`src/rtl/spi_seq_pkg.sv`:
```
// Shared types and width constants for the SPI transfer sequencer.
package spi_seq_pkg;

    // DATA_W of any instance must not exceed SPI_MAX_DATA_W.
    localparam int SPI_MAX_DATA_W = 32;
    localparam int SPI_MAX_LEN_W  = $clog2(SPI_MAX_DATA_W + 1);
    localparam int SPI_MAX_CS_W   = 8;

    typedef enum logic [2:0] {
        IDLE,
        SETUP,
        SHIFT,
        HOLD,
        GAP
    } state_t;

    typedef struct packed {
        logic [SPI_MAX_DATA_W-1:0] data;
        logic [SPI_MAX_LEN_W-1:0]  len;
        logic [SPI_MAX_CS_W-1:0]   cs;
        logic                      cpol;
        logic                      cpha;
    } spi_cmd_t;

    function automatic int max_int(input int a, input int b);
        return (a > b) ? a : b;
    endfunction

endpackage

```
`src/rtl/spi_seq_shifter.sv`:
```
// TX/RX shift registers for the SPI sequencer; the RX half exists only
// when SPI_SEQ_RX_EN is defined.
module spi_seq_shifter #(
    parameter int DATA_W = 32
) (
    input  logic              i_clk,
    input  logic              i_rst,
    input  logic              i_load,
    input  logic [DATA_W-1:0] i_data,
    input  logic              i_shift,
    input  logic              i_miso,
    output logic              o_mosi
`ifdef SPI_SEQ_RX_EN
    ,
    output logic [DATA_W-1:0] o_rx
`endif
);

    logic [DATA_W-1:0] r_tx;

    always_ff @(posedge i_clk) begin
        if (i_rst)        r_tx <= '0;
        else if (i_load)  r_tx <= i_data;
        else if (i_shift) r_tx <= {r_tx[DATA_W-2:0], 1'b0};
    end

    assign o_mosi = r_tx[DATA_W-1];

`ifdef SPI_SEQ_RX_EN
    logic [DATA_W-1:0] r_rx;

    // Cleared on load so short transfers come back right-justified with zero upper bits.
    always_ff @(posedge i_clk) begin
        if (i_rst)        r_rx <= '0;
        else if (i_load)  r_rx <= '0;
        else if (i_shift) r_rx <= {r_rx[DATA_W-2:0], i_miso};
    end

    assign o_rx = r_rx;
`else
    logic w_unused_miso;
    assign w_unused_miso = i_miso;
`endif

endmodule

```
`src/rtl/spi_transfer_sequencer.sv`:
```
// Command-driven SPI transfer FSM: SETUP -> SHIFT -> HOLD -> GAP with one shared
// phase counter. Define SPI_SEQ_RX_EN to build MISO capture; otherwise rsp_data is 0.
module spi_transfer_sequencer
    import spi_seq_pkg::*;
#(
    parameter  int DATA_W    = 32,
    parameter  int CS_N      = 4,
    parameter  int SETUP_CYC = 2,
    parameter  int HOLD_CYC  = 2,
    parameter  int GAP_CYC   = 1,
    localparam int LEN_W     = $clog2(DATA_W + 1),
    localparam int CS_W      = (CS_N > 1) ? $clog2(CS_N) : 1
) (
    input  logic              clk_0,
    input  logic              rst,
    input  logic              cmd_valid,
    output logic              cmd_ready,
    input  logic [DATA_W-1:0] cmd_data,
    input  logic [LEN_W-1:0]  cmd_len,
    input  logic [CS_W-1:0]   cmd_cs,
    input  logic              cmd_cpol,
    input  logic              cmd_cpha,
    output logic              rsp_valid,
    output logic [DATA_W-1:0] rsp_data,
    output logic              busy,
    output logic              cpol,
    output logic              cpha,
    output logic              sclk_en,
    output logic [CS_N-1:0]   cs_n,
    output logic              mosi,
    input  logic              miso
);

    localparam int CNT_W = $clog2(max_int(max_int(SETUP_CYC, HOLD_CYC),
                                          max_int(GAP_CYC, DATA_W)) + 1);

    state_t            r_state;
    logic [CNT_W-1:0]  r_cnt;
    logic [LEN_W-1:0]  r_len;
    logic              r_ready, r_busy, r_cpol, r_cpha, r_sclk_en, r_rsp_valid;
    logic [CS_N-1:0]   r_cs_n;

    spi_cmd_t          w_cmd;
    logic [LEN_W-1:0]  w_len;
    logic [CS_N-1:0]   w_cs_sel;
    logic              w_accept, w_cnt_done, w_shift, w_done, w_tx_msb;

    // Normalise the command: left-justify data, clamp length, decode CS (out-of-range selects none).
    always_comb begin
        w_cmd      = '0;
        w_cmd.data = SPI_MAX_DATA_W'(cmd_data) << (SPI_MAX_DATA_W - DATA_W);
        w_cmd.len  = SPI_MAX_LEN_W'(cmd_len);
        w_cmd.cs   = SPI_MAX_CS_W'(cmd_cs);
        w_cmd.cpol = cmd_cpol;
        w_cmd.cpha = cmd_cpha;
        w_len = (w_cmd.len > SPI_MAX_LEN_W'(DATA_W)) ? LEN_W'(DATA_W) : LEN_W'(w_cmd.len);
        for (int i = 0; i < CS_N; i++) w_cs_sel[i] = (w_cmd.cs == SPI_MAX_CS_W'(i));
    end

    assign w_accept   = (r_state == IDLE) && r_ready && cmd_valid;
    assign w_cnt_done = (r_cnt == '0);
    assign w_shift    = (r_state == SHIFT);
    assign w_done     = (r_state == HOLD) && w_cnt_done;

    always_ff @(posedge clk_0) begin
        if (rst) begin
            r_state     <= IDLE;
            r_cnt       <= '0;
            r_len       <= '0;
            r_ready     <= 1'b0;
            r_busy      <= 1'b0;
            r_cpol      <= 1'b0;
            r_cpha      <= 1'b0;
            r_sclk_en   <= 1'b0;
            r_rsp_valid <= 1'b0;
            r_cs_n      <= '1;
        end else begin
            r_rsp_valid <= 1'b0;
            if (!w_cnt_done) r_cnt <= r_cnt - CNT_W'(1);
            unique case (r_state)
                IDLE: begin
                    r_ready <= 1'b1;
                    if (w_accept) begin
                        r_state <= SETUP;
                        r_ready <= 1'b0;
                        r_busy  <= 1'b1;
                        r_cpol  <= w_cmd.cpol;
                        r_cpha  <= w_cmd.cpha;
                        r_len   <= w_len;
                        r_cs_n  <= ~w_cs_sel;
                        r_cnt   <= CNT_W'(SETUP_CYC - 1);
                    end
                end
                SETUP: if (w_cnt_done) begin
                    if (r_len == '0) begin
                        r_state <= HOLD;
                        r_cnt   <= CNT_W'(HOLD_CYC - 1);
                    end else begin
                        r_state   <= SHIFT;
                        r_sclk_en <= 1'b1;
                        r_cnt     <= CNT_W'(r_len - LEN_W'(1));
                    end
                end
                SHIFT: if (w_cnt_done) begin
                    r_state   <= HOLD;
                    r_sclk_en <= 1'b0;
                    r_cnt     <= CNT_W'(HOLD_CYC - 1);
                end
                HOLD: if (w_cnt_done) begin
                    r_state     <= GAP;
                    r_cs_n      <= '1;
                    r_rsp_valid <= 1'b1;
                    r_cnt       <= CNT_W'(GAP_CYC - 1);
                end
                GAP: if (w_cnt_done) begin
                    r_state <= IDLE;
                    r_busy  <= 1'b0;
                    r_ready <= 1'b1;
                end
                default: r_state <= IDLE;
            endcase
        end
    end

`ifdef SPI_SEQ_RX_EN
    logic [DATA_W-1:0] w_rx;
    logic [DATA_W-1:0] r_rsp_data;
`endif

    spi_seq_shifter #(.DATA_W(DATA_W)) u_shifter (
        .i_clk   (clk_0),
        .i_rst   (rst),
        .i_load  (w_accept),
        .i_data  (w_cmd.data[SPI_MAX_DATA_W-1 -: DATA_W]),
        .i_shift (w_shift),
        .i_miso  (miso),
        .o_mosi  (w_tx_msb)
`ifdef SPI_SEQ_RX_EN
        ,
        .o_rx    (w_rx)
`endif
    );

`ifdef SPI_SEQ_RX_EN
    always_ff @(posedge clk_0) begin
        if (rst)         r_rsp_data <= '0;
        else if (w_done) r_rsp_data <= w_rx;
    end
    assign rsp_data = r_rsp_data;
`else
    assign rsp_data = '0;
`endif

    assign cmd_ready = r_ready;
    assign rsp_valid = r_rsp_valid;
    assign busy      = r_busy;
    assign cpol      = r_cpol;
    assign cpha      = r_cpha;
    assign sclk_en   = r_sclk_en;
    assign cs_n      = r_cs_n;
    assign mosi      = r_sclk_en & w_tx_msb;

endmodule

```
`config.mk`:
```
export PLATFORM = sky130hd
export DESIGN_NAME = spi_transfer_sequencer
export DESIGN_NICKNAME = d
export VERILOG_FILES = /design/src/rtl/spi_seq_pkg.sv /design/src/rtl/spi_seq_shifter.sv /design/src/rtl/spi_transfer_sequencer.sv
export SDC_FILE = /design/constraint.sdc
export NUM_CORES = 1
export LEC_CHECK = 0
export ABC_CLOCK_PERIOD_IN_PS = 2000
export CELL_PAD_IN_SITES_DETAIL_PLACEMENT = 1
export CELL_PAD_IN_SITES_GLOBAL_PLACEMENT = 1
export CORE_ASPECT_RATIO = 0.75
export CORE_MARGIN = 4
export CORE_UTILIZATION = 33
export CTS_BUF_LIST = sky130_fd_sc_hd__clkbuf_16
export DETAILED_ROUTE_END_ITERATION = 16
export PLACE_DENSITY = 0.89
export SETUP_SLACK_MARGIN = 0.15
export SYNTH_ARGS = -nofsm -noshare
export SYNTH_HDL_FRONTEND = slang
export SYNTH_HIERARCHICAL = 1
export SYNTH_SLANG_ARGS = --single-unit
```
`constraint.sdc`:
```
create_clock -name clk_0 -period 2 [get_ports clk_0]
set_input_delay 0.4 -clock clk_0 [delete_from_list [all_inputs] [get_ports clk_0]]
set_output_delay 0.4 -clock clk_0 [all_outputs]
set_load 0.02 [all_outputs]
```
### Word-level counts from Yosys, hierarchy flattened

Index checks and enable logic that the tools add are counted.
W data, S select, Z words.

* register bits after elaboration: 57
* input bits: 46
* output and inout bits: 43
* word-level logic and storage cells: 77

* add/sub/neg operators: 2
* magnitude comparators: 1
* equality and inequality tests: 13
* multiplexer cells: 30
* bitwise gates (word level): 3
* reductions and logical operators: 17

Operators with widths (count)
* $mux W32: 2
* $mux W6: 7
* $pmux W6 S4: 1
* $mux W3: 5
* $pmux W3 S5: 1
* $logic_not A6 Y1: 2
* $sub A6 B1 Y6 const B: 2
* $ne A2 B2 Y1 const B: 5
* $mux W1: 8
* $mux W4: 2
* $pmux W4 S2: 1
* $reduce_bool A2 Y1: 4
* $eq A3 B2 Y1 const B: 2
* $gt A6 B6 Y1 const B: 1
* $pmux W1 S2: 3
* $reduce_and A3 Y1: 2
* $reduce_and A5 Y1: 1
* $eq A2 B2 Y1 const B: 2
* $not A4 Y4: 1
* $reduce_and A2 Y1: 2
* $reduce_and A4 Y1: 1
* $eq A3 B1 Y1 const B: 1
* $eq A3 B3 Y1 const B: 1
* $logic_not A3 Y1: 1
* 7 further kinds: 8

### Depth between registers and ports, before layout

Gate-level depths: netlist of the first run.

* word-level depth: 5
* gate-level depth with buffers: 10
* gate-level depth less buffers: 10

### Hierarchy

Netlist of the first run, hierarchy kept.

Modules (own cells, without submodules)
* spi_seq_shifter: times used 1, cells an instance 142, area each 1661.6 um2, seq. area each 640.6 um2
* spi_transfer_sequencer: times used 1, cells an instance 187, area each 1562.7 um2, seq. area each 500.5 um2

### Worst setup path after synthesis of the first run

OpenSTA, ideal clock, no wires.

* path kind: register to register
* start point: register r_cnt[0]
* end point: register r_cnt[0]
* library setup time: 75 ps
* arrival time: 1934 ps
* data required time: 1925 ps
* slack: -9 ps
* cell stages (with the launch flop): 10
* path buffers: 0
* clock period less this slack: 2009 ps
* cell sequence: dfxtp_1 inv_1 ha_1 or4b_4 nor2_8 inv_4 ha_1 o21bai_1 o211a_1 o22ai_1

* word-level cells in the longest chain between the ends: 4
* elaborated cells between the ends (all ways): 8
* classes of those cells: add/sub: 1; mux: 6; reduce/logical: 1

RTL lines
* start: declaration: RTL line spi_transfer_sequencer.sv:38 `logic [CNT_W-1:0] r_cnt;`
* start signal: assignment: RTL line spi_transfer_sequencer.sv:79 `if (!w_cnt_done) r_cnt <= r_cnt - CNT_W'(1);`
* start signal: assignment: RTL line spi_transfer_sequencer.sv:91 `r_cnt <= CNT_W'(SETUP_CYC - 1);`
* start signal: assignment: RTL line spi_transfer_sequencer.sv:97 `r_cnt <= CNT_W'(HOLD_CYC - 1);`
* $sub A6 B1 Y6 / $logic_not A6 Y1 (equally long branches): RTL line spi_transfer_sequencer.sv:79, spi_transfer_sequencer.sv:61
* $mux W6: RTL line spi_transfer_sequencer.sv:79
* $mux W6, on equally long branches
* $pmux W6 S4 (*): RTL line spi_transfer_sequencer.sv:80 `unique case (r_state)`

Every way passes the cells marked *; elsewhere a longest branch is shown, timed or not.
A chain may end at the register's enable or synchronous reset.

### Final worst setup path of the first run

* start point: register r_cnt[1]
* end point: register r_cnt[0]

* word-level cells in the longest chain between the ends: 4
* elaborated cells between the ends (all ways): 7
* classes of those cells: mux: 6; reduce/logical: 1

RTL lines
* $logic_not A6 Y1 (*): RTL line spi_transfer_sequencer.sv:61 `assign w_cnt_done = (r_cnt == '0);`
* $mux W6: RTL line spi_transfer_sequencer.sv:79
* $mux W6, on equally long branches
* $pmux W6 S4 (*): RTL line spi_transfer_sequencer.sv:80

Marked as above.

==> Flow_metrics.wiki, run 1 <==
{| class="wikitable"
! Metric !! Value
|-
| Number of buffers created by CTS || 9
|-
| Standard cell core area || 9271 sq um
|-
| Largest net degree at the start of global routing || 34
|-
| # rows || 30
|-
| Category of the most critical setup path || flop to flop
|-
| Maximum clock insertion buffer count || 2
|-
| Layout overhead on the synthesized area || 33.26%
|-
| Adder-cell share of the synthesized area || 0.01552
|-
| Count of antenna diodes in the layout || 0
|-
| Most common library cell in the layout ignoring fill and taps || sky130_fd_sc_hd__dfxtp_1
|-
| Effective utilization at floorplan || 0.3478
|-
| Port-buffer cells || 55
|-
| Compound-Gate Fraction of Synth Area || 0.2022
|-
| Crit path time final || 1.971 ns
|-
| Critical Path RT || 2.24 ns
|-
| Number of instances in the synthesized netlist || 329
|-
| Number of nets with antenna violations after detailed routing || 0
|-
| Worst slack at placement || -0.1314 ns
|-
| Height of the die || 93.61 um
|-
| Status || finished, final reports clean
|-
| Total power draw || 5.823 mW
|-
| Mux share of post-synthesis cell area || 0.09973
|-
| Post-synth top flop || sky130_fd_sc_hd__dfxtp_1
|-
| Cell family contributing the most delay on the critical path || simple AND/OR/NAND/NOR gates
|-
| Final setup skew || 0.005446 ns
|-
| Number of nets in the final layout || 444
|-
| Root buffer cell || sky130_fd_sc_hd__clkbuf_16
|-
| Crit path launch type || flop
|-
| CP Capture Type || flop
|-
| Mean post-synth cell area || 9.800 sq um
|-
| Critical path, cell by cell || inv_2 -> ha_4 -> or4b_4 -> nor2_8 -> inv_4 -> ha_4 -> nor2_4 -> a21oi_1 -> o211a_1 -> o22ai_1
|-
| Worst-skew pair later-pin latency || 0.33 ns
|-
| Clock tree from TritonCTS || done
|-
| Register area share after synthesis || 0.3539
|-
| Endpoint arrival time on the critical path || 2.21 ns
|-
| Fraction of final layout cells sized beyond drive strength 1 || 0.2481
|-
| Antenna violations before repair || 0
|-
| Global-route usage over all layers || 0.1520
|-
| Post-DP HPWL || 5.785 mm
|-
| Share of synthesized flip-flops with an asynchronous set or reset || 0
|-
| Largest stage delay, worst path || 0.50 ns
|-
| Number of maximum-capacitance constraint violations || 0
|-
| Final count of hold timing violations || 0
|-
| Synthesized area || 3224 sq um
|-
| Unrepaired setup endpoints after global routing || true
|-
| Cell mode on critical path || sky130_fd_sc_hd__ha_4
|-
| Worst ir drop on vdd || 0.5478 mV
|-
| Share of the clock period used by the worst path || 0.9857
|-
| Number of distinct library cells after synthesis || 52
|-
| Number of enable-type register cells in the synthesized netlist || 0
|-
| Worst hold path type || flop to flop
|-
| Slew Viols, Final || 0
|-
| Cell type of the slowest stage on the worst timing path || sky130_fd_sc_hd__or4b_4
|-
| Clock slew seen by the registers of the worst setup and hold paths || 0.05 ns
|-
| Deepest level of the CTS H-tree || 3
|-
| Final worst slack || 0.02866 ns
|-
| XOR/XNOR share of the synthesized area || 0.02173
|-
| Max FO, Critical Path || 3
|-
| TritonCTS sink count || 57
|-
| Largest family of logic cells by synthesized area || compound AO/OA/AOI/OAI gates
|-
| Placer Congestion || 0.8324
|-
| First-pass GRT wire length || 13.52 mm
|-
| DRT Wirelength || 8.451 mm
|-
| Die Wd || 122.1 um
|-
| Static Leakage || 1.553 nW
|-
| Endpoints failing setup || 0
|-
| Number of remaining DRC errors || 0
|-
| Via count normalized by instance count || 4.816
|-
| Buffers & Inverters on Critical Path || 2
|-
| Length of the first detailed-routing pass in iterations || 4
|-
| Share of synthesized cell area in and, or, nand and nor gates || 0.1680
|-
| Commonest cells after routing, fill and taps aside || 54 x sky130_fd_sc_hd__dfxtp_1, 53 x sky130_fd_sc_hd__clkdlybuf4s50_1, 32 x sky130_fd_sc_hd__conb_1
|-
| Grt ovf || 0
|-
| Number of warnings reported in the yosys synthesis log || 6
|-
| Hold buffers post-CTS || 0
|-
| Wire length per cell after detailed routing || 16.04 um
|-
| Synthesis-stage register bit count || 57
|-
| Vias || 2538
|-
| Iteration-0 DRC count of the detailed router || 124
|-
| Peak Freq || 0.5073 GHz
|-
| Area of the die || 11430 sq um
|-
| Vias in the first global route || 2708
|-
| Power Density || 1355 nW/um^2
|-
| Boundary pin count || 89
|}
registers in the layout, indices dropped and copies added, names as in the netlist:
signal and count:
busy 1, cmd_ready 1, cpha 1, cpol 1, cs_n 4, r_cnt 6
r_len 6, r_state 3, rsp_valid 1, sclk_en 1, u_shifter/r_tx 32
cell type report:
| cell class | instances | area [sq um] |
|---|---|---|
| Fill cell | 1035 | 4975 |
| Multi-Input combinational cell | 237 | 1868 |
| Sequential cell | 57 | 1147 |
| Timing Repair Buffer | 77 | 758.2 |
| Clock buffer | 9 | 225.2 |
| Tap cell | 128 | 160.2 |
| Clock inverter | 7 | 87.58 |
| Inverter | 12 | 50.05 |
power by group:
group	switching (mW)	internal [mW]	leakage [nW]
Clock	0.535	1.08	0.154
Combinational	1.36	1.24	0.932
Sequential	0.184	1.43	0.467
Total	2.08	3.75	1.55
metrics by stage:
stage | utilization | area, sq um | TNS, ns | hold slack [ns] | instances
detailed placement | 0.4155 | 3852 | -3.377 | 0.4609 | 506
finish | 0.4634 | 4297 | 0 | 0.4596 | 527
CTS | 0.4559 | 4227 | 0 | 0.4726 | 526
floorplan | - | 3382 | 0 | 0.4410 | 360
global route | 0.4634 | 4297 | -0.1822 | 0.4829 | 527
global placement | 0.4155 | 3852 | -2.121 | 0.4509 | 506
final timing paths:
path                                     startpoint             endpoint  slack (ns)  cells past startpoint
worst max-delay path            r_cnt[1]$_SDFF_PP0_  r_cnt[0]$_SDFF_PP0_        0.03                     10
worst min-delay path              busy$_SDFFE_PP0P_    busy$_SDFFE_PP0P_        0.46                      2
worst max register to register  r_cnt[1]$_SDFF_PP0_  r_cnt[0]$_SDFF_PP0_        0.03                     10
worst min register to register    busy$_SDFFE_PP0P_    busy$_SDFFE_PP0P_        0.46                      2
synthesized netlist by cell type, types with 4 or more instances:
| library cell | number | share of area |
|---|---|---|
| sky130_fd_sc_hd__dfxtp_1 | 57 | 0.35 |
| sky130_fd_sc_hd__buf_4 | 33 | 0.077 |
| sky130_fd_sc_hd__a211oi_2 | 31 | 0.12 |
| sky130_fd_sc_hd__mux2i_1 | 31 | 0.096 |
| sky130_fd_sc_hd__nor2b_1 | 31 | 0.060 |
| sky130_fd_sc_hd__nand2_1 | 18 | 0.021 |
| sky130_fd_sc_hd__a21oi_1 | 17 | 0.026 |
| sky130_fd_sc_hd__nor3_1 | 12 | 0.019 |
| sky130_fd_sc_hd__buf_2 | 11 | 0.017 |
| sky130_fd_sc_hd__inv_1 | 10 | 0.012 |
| sky130_fd_sc_hd__nor2_1 | 7 | 0.0082 |
| sky130_fd_sc_hd__clkbuf_1 | 6 | 0.0070 |
| sky130_fd_sc_hd__nand3b_1 | 5 | 0.012 |
| sky130_fd_sc_hd__ha_1 | 4 | 0.016 |
| sky130_fd_sc_hd__nand2b_1 | 4 | 0.0078 |
| sky130_fd_sc_hd__o21ai_0 | 4 | 0.0062 |
| sky130_fd_sc_hd__xnor2_1 | 4 | 0.011 |
| sky130_fd_sc_hd__xor2_1 | 4 | 0.011 |
routing by layer:
metal | GRT usage | share of wire
met1 | 0.1810 | 0.43
met2 | 0.2592 | 0.50
met3 | 0.05381 | 0.052
met4 | 0.04194 | 0.012
met5 | 0 | 0
worst register-to-register path: cells and delay by family, from the launching register on:
kind,cells,cell delay [ns]
adders and majority gates,2,0.30
buffers and inverters,2,0.14
AOI/OAI and AO/OA,3,0.39
and+or+nand+nor,3,0.74
DFF,1,0.32
timing repair:
| action | 4_1_cts | 5_1_grt |
|---|---|---|
| gates resized for setup | 6 | 17 |
| buffers inserted | 4 | 1 |
| pin swaps | 5 | 9 |
| setup endpoints to repair | 10 | 23 |
cell families (layout without fill, tap and decap cells):
group                    after synthesis  after routing
AND/OR/NAND/NOR                       92             92
AO/OA/AOI/OAI                         69             69
buffers and inverters                 66            105
flip-flops                            57             57
multiplexers                          32             32
XOR/XNOR                               8              8
adder cells (fa/ha/maj)                4              4
other                                  1             32
(Power assumes the default switching activity.)
==> inputs of run 2 (changes only) <==
Settings changed: CORE_MARGIN 4 to 1.
==> run 2 against run 1 <==
Net effect: cell count rose by 0.57%; via count decreased by 0.16%; clock skew grew 0.0020 ns; routed wire length fell by 0.54%; clock power fell by 11%; global-route usage rose by 1.7 points; core utilization decreased by 0.31 points; non-clock buffer count rose by 4; worst setup slack improved by 0.016 ns; critical path depth shrank 1; combinational power increased by 2%; count of clock-buffer cells in the layout unchanged.
==> Flow_metrics.wiki, run 2 (same netlist as run 1, synthesis figures left out) <==
{| class="wikitable"
! Metric !! Value
|-
| Status || finished, final reports clean
|-
| Area of the die || 10170 sq um
|-
| Endpoints failing setup || 0
|-
| Peak Freq || 0.5113 GHz
|-
| Category of the most critical setup path || flop to flop
|-
| Clock slew seen by the registers of the worst setup and hold paths || 0.05 ns
|-
| Post-DP HPWL || 5.806 mm
|-
| Height of the die || 87.61 um
|-
| Worst hold slack after final layout || 0.4711 ns
|-
| # rows || 30
|-
| Static Leakage || 1.550 nW
|-
| TritonCTS sink count || 57
|-
| CP Capture Type || flop
|-
| Final setup skew || 0.007494 ns
|-
| Commonest cells after routing, fill and taps aside || 54 x sky130_fd_sc_hd__dfxtp_1, 53 x sky130_fd_sc_hd__clkdlybuf4s50_1, 32 x sky130_fd_sc_hd__conb_1
|-
| Hold buffers post-CTS || 0
|-
| Final count of hold timing violations || 0
|-
| Most common library cell in the layout ignoring fill and taps || sky130_fd_sc_hd__dfxtp_1
|-
| Antenna violations before repair || 0
|-
| Via count normalized by instance count || 4.781
|-
| Max FO, Critical Path || 3
|-
| Die Wd || 116.1 um
|-
| Number of remaining DRC errors || 0
|-
| Crit path time final || 1.956 ns
|-
| Worst ir drop on vdd || 0.4874 mV
|-
| Worst-skew pair later-pin latency || 0.33 ns
|-
| Largest net degree at the start of global routing || 35
|-
| Area taken by flip-flops and latches || 1145 sq um
|-
| Global-route usage over all layers || 0.1686
|-
| Number of nets with antenna violations after detailed routing || 0
|-
| DRT Wirelength || 8.405 mm
|-
| Top reg by flops || u_shifter/r_tx
|-
| Placer Congestion || 0.8185
|-
| Number of maximum-capacitance constraint violations || 0
|-
| Area used by multi-input combinational logic || 1847 sq um
|-
| Wire length per cell after detailed routing || 15.86 um
|-
| Layout overhead on the synthesized area || 32.36%
|-
| Boundary pin count || 89
|-
| Unrepaired setup endpoints after global routing || true
|-
| Normalized max-slew margin || 0.6666
|-
| Worst slack at placement || -0.1427 ns
|-
| Deepest level of the CTS H-tree || 3
|-
| Critical Path RT || 2.19 ns
|-
| Clock tree from TritonCTS || done
|-
| Crit path launch type || flop
|-
| Transition time at the pin with the least slew margin || 0.5001 ns
|-
| Max reg flops || 32
|-
| Standard cell core area || 9271 sq um
|-
| Vias in the first global route || 2609
|-
| Slew Viols, Final || 0
|-
| Iteration-0 DRC count of the detailed router || 121
|-
| Grt ovf || 0
|-
| Worst hold path type || flop to flop
|-
| Count of antenna diodes in the layout || 0
|-
| Port-buffer cells || 55
|-
| Number of nets in the final layout || 448
|-
| Vias || 2534
|-
| Number of buffers created by CTS || 9
|-
| Fraction of final layout cells sized beyond drive strength 1 || 0.2438
|-
| Number of fillers in the final layout || 1033
|-
| Power Density || 1334 nW/um^2
|-
| Maximum clock insertion buffer count || 2
|-
| Final sum of negative setup slack || 0 ns
|-
| Root buffer cell || sky130_fd_sc_hd__clkbuf_16
|-
| Endpoint arrival time on the critical path || 2.14 ns
|-
| Largest registers || u_shifter/r_tx (32), r_cnt (6), r_len (6)
|-
| First-pass GRT wire length || 13.08 mm
|-
| Share of the clock period used by the worst path || 0.9779
|-
| Length of the first detailed-routing pass in iterations || 4
|-
| Effective utilization at floorplan || 0.3478
|-
| Final worst slack || 0.04424 ns
|-
| End-of-flow core utilization || 0.4603
|}
==> run 2: path summary, 6_finish.rpt <==
check / to / startpoint / cells after the start / slack, ns
max: r_cnt[0]$_SDFF_PP0_ / r_cnt[1]$_SDFF_PP0_ / 9 / 0.04
min: cpol$_SDFFE_PP0P_ / cpol$_SDFFE_PP0P_ / 2 / 0.47
max reg2reg: r_cnt[0]$_SDFF_PP0_ / r_cnt[1]$_SDFF_PP0_ / 9 / 0.04
min reg2reg: cpol$_SDFFE_PP0P_ / cpol$_SDFFE_PP0P_ / 2 / 0.47
==> run 2: area by class of cell <==
type                            instances  share of cell area
Clock buffer                            9             0.05277
Clock inverter                          6             0.01231
Inverter                               12             0.01173
Multi-Input combinational cell        237              0.4327
Sequential cell                        57              0.2683
Tap cell                              128             0.03753
Timing Repair Buffer                   81              0.1847
==> run 2: routing by layer <==
metal  vias up  part of all wire  track usage
met5         -                 0            0
met4         0             0.017      0.05711
met3        12             0.036      0.03806
met2        70              0.52       0.3057
met1      1226              0.43       0.1968
li1       1226                 -            -
==> run 2: critical path, cell delays in order (launching register included) <==
cell and delay (ns):
sky130_fd_sc_hd__dfxtp_2 0.32, sky130_fd_sc_hd__inv_2 0.07, sky130_fd_sc_hd__ha_4 0.13, sky130_fd_sc_hd__or4b_4 0.50
sky130_fd_sc_hd__nor2_8 0.14, sky130_fd_sc_hd__inv_4 0.06, sky130_fd_sc_hd__ha_4 0.25, sky130_fd_sc_hd__o21bai_1 0.10
sky130_fd_sc_hd__o211a_1 0.18, sky130_fd_sc_hd__o22ai_2 0.07
==> run 2: power by group <==
| part | total (mW) | leakage, nW | internal, mW | switching [mW] |
|---|---|---|---|---|
| clock network | 1.44 | 0.147 | 0.938 | 0.502 |
| logic | 2.64 | 0.936 | 1.27 | 1.37 |
| registers | 1.61 | 0.467 | 1.42 | 0.186 |
==> run 2: timing repair <==
action,in CTS,in global routing
cloned,0,0
buffers inserted,5,3
resized for setup,4,14
endpoints found under the setup margin,10,17
pin swaps,6,12
==> run 2: metrics by stage <==
step	instances	power, mW	area (sq um)
floorplan	360	3.360	3382
global placement	507	3.826	3860
detailed placement	507	3.964	3860
CTS	527	5.555	4192
global route	530	5.988	4268
finish	530	5.692	4268
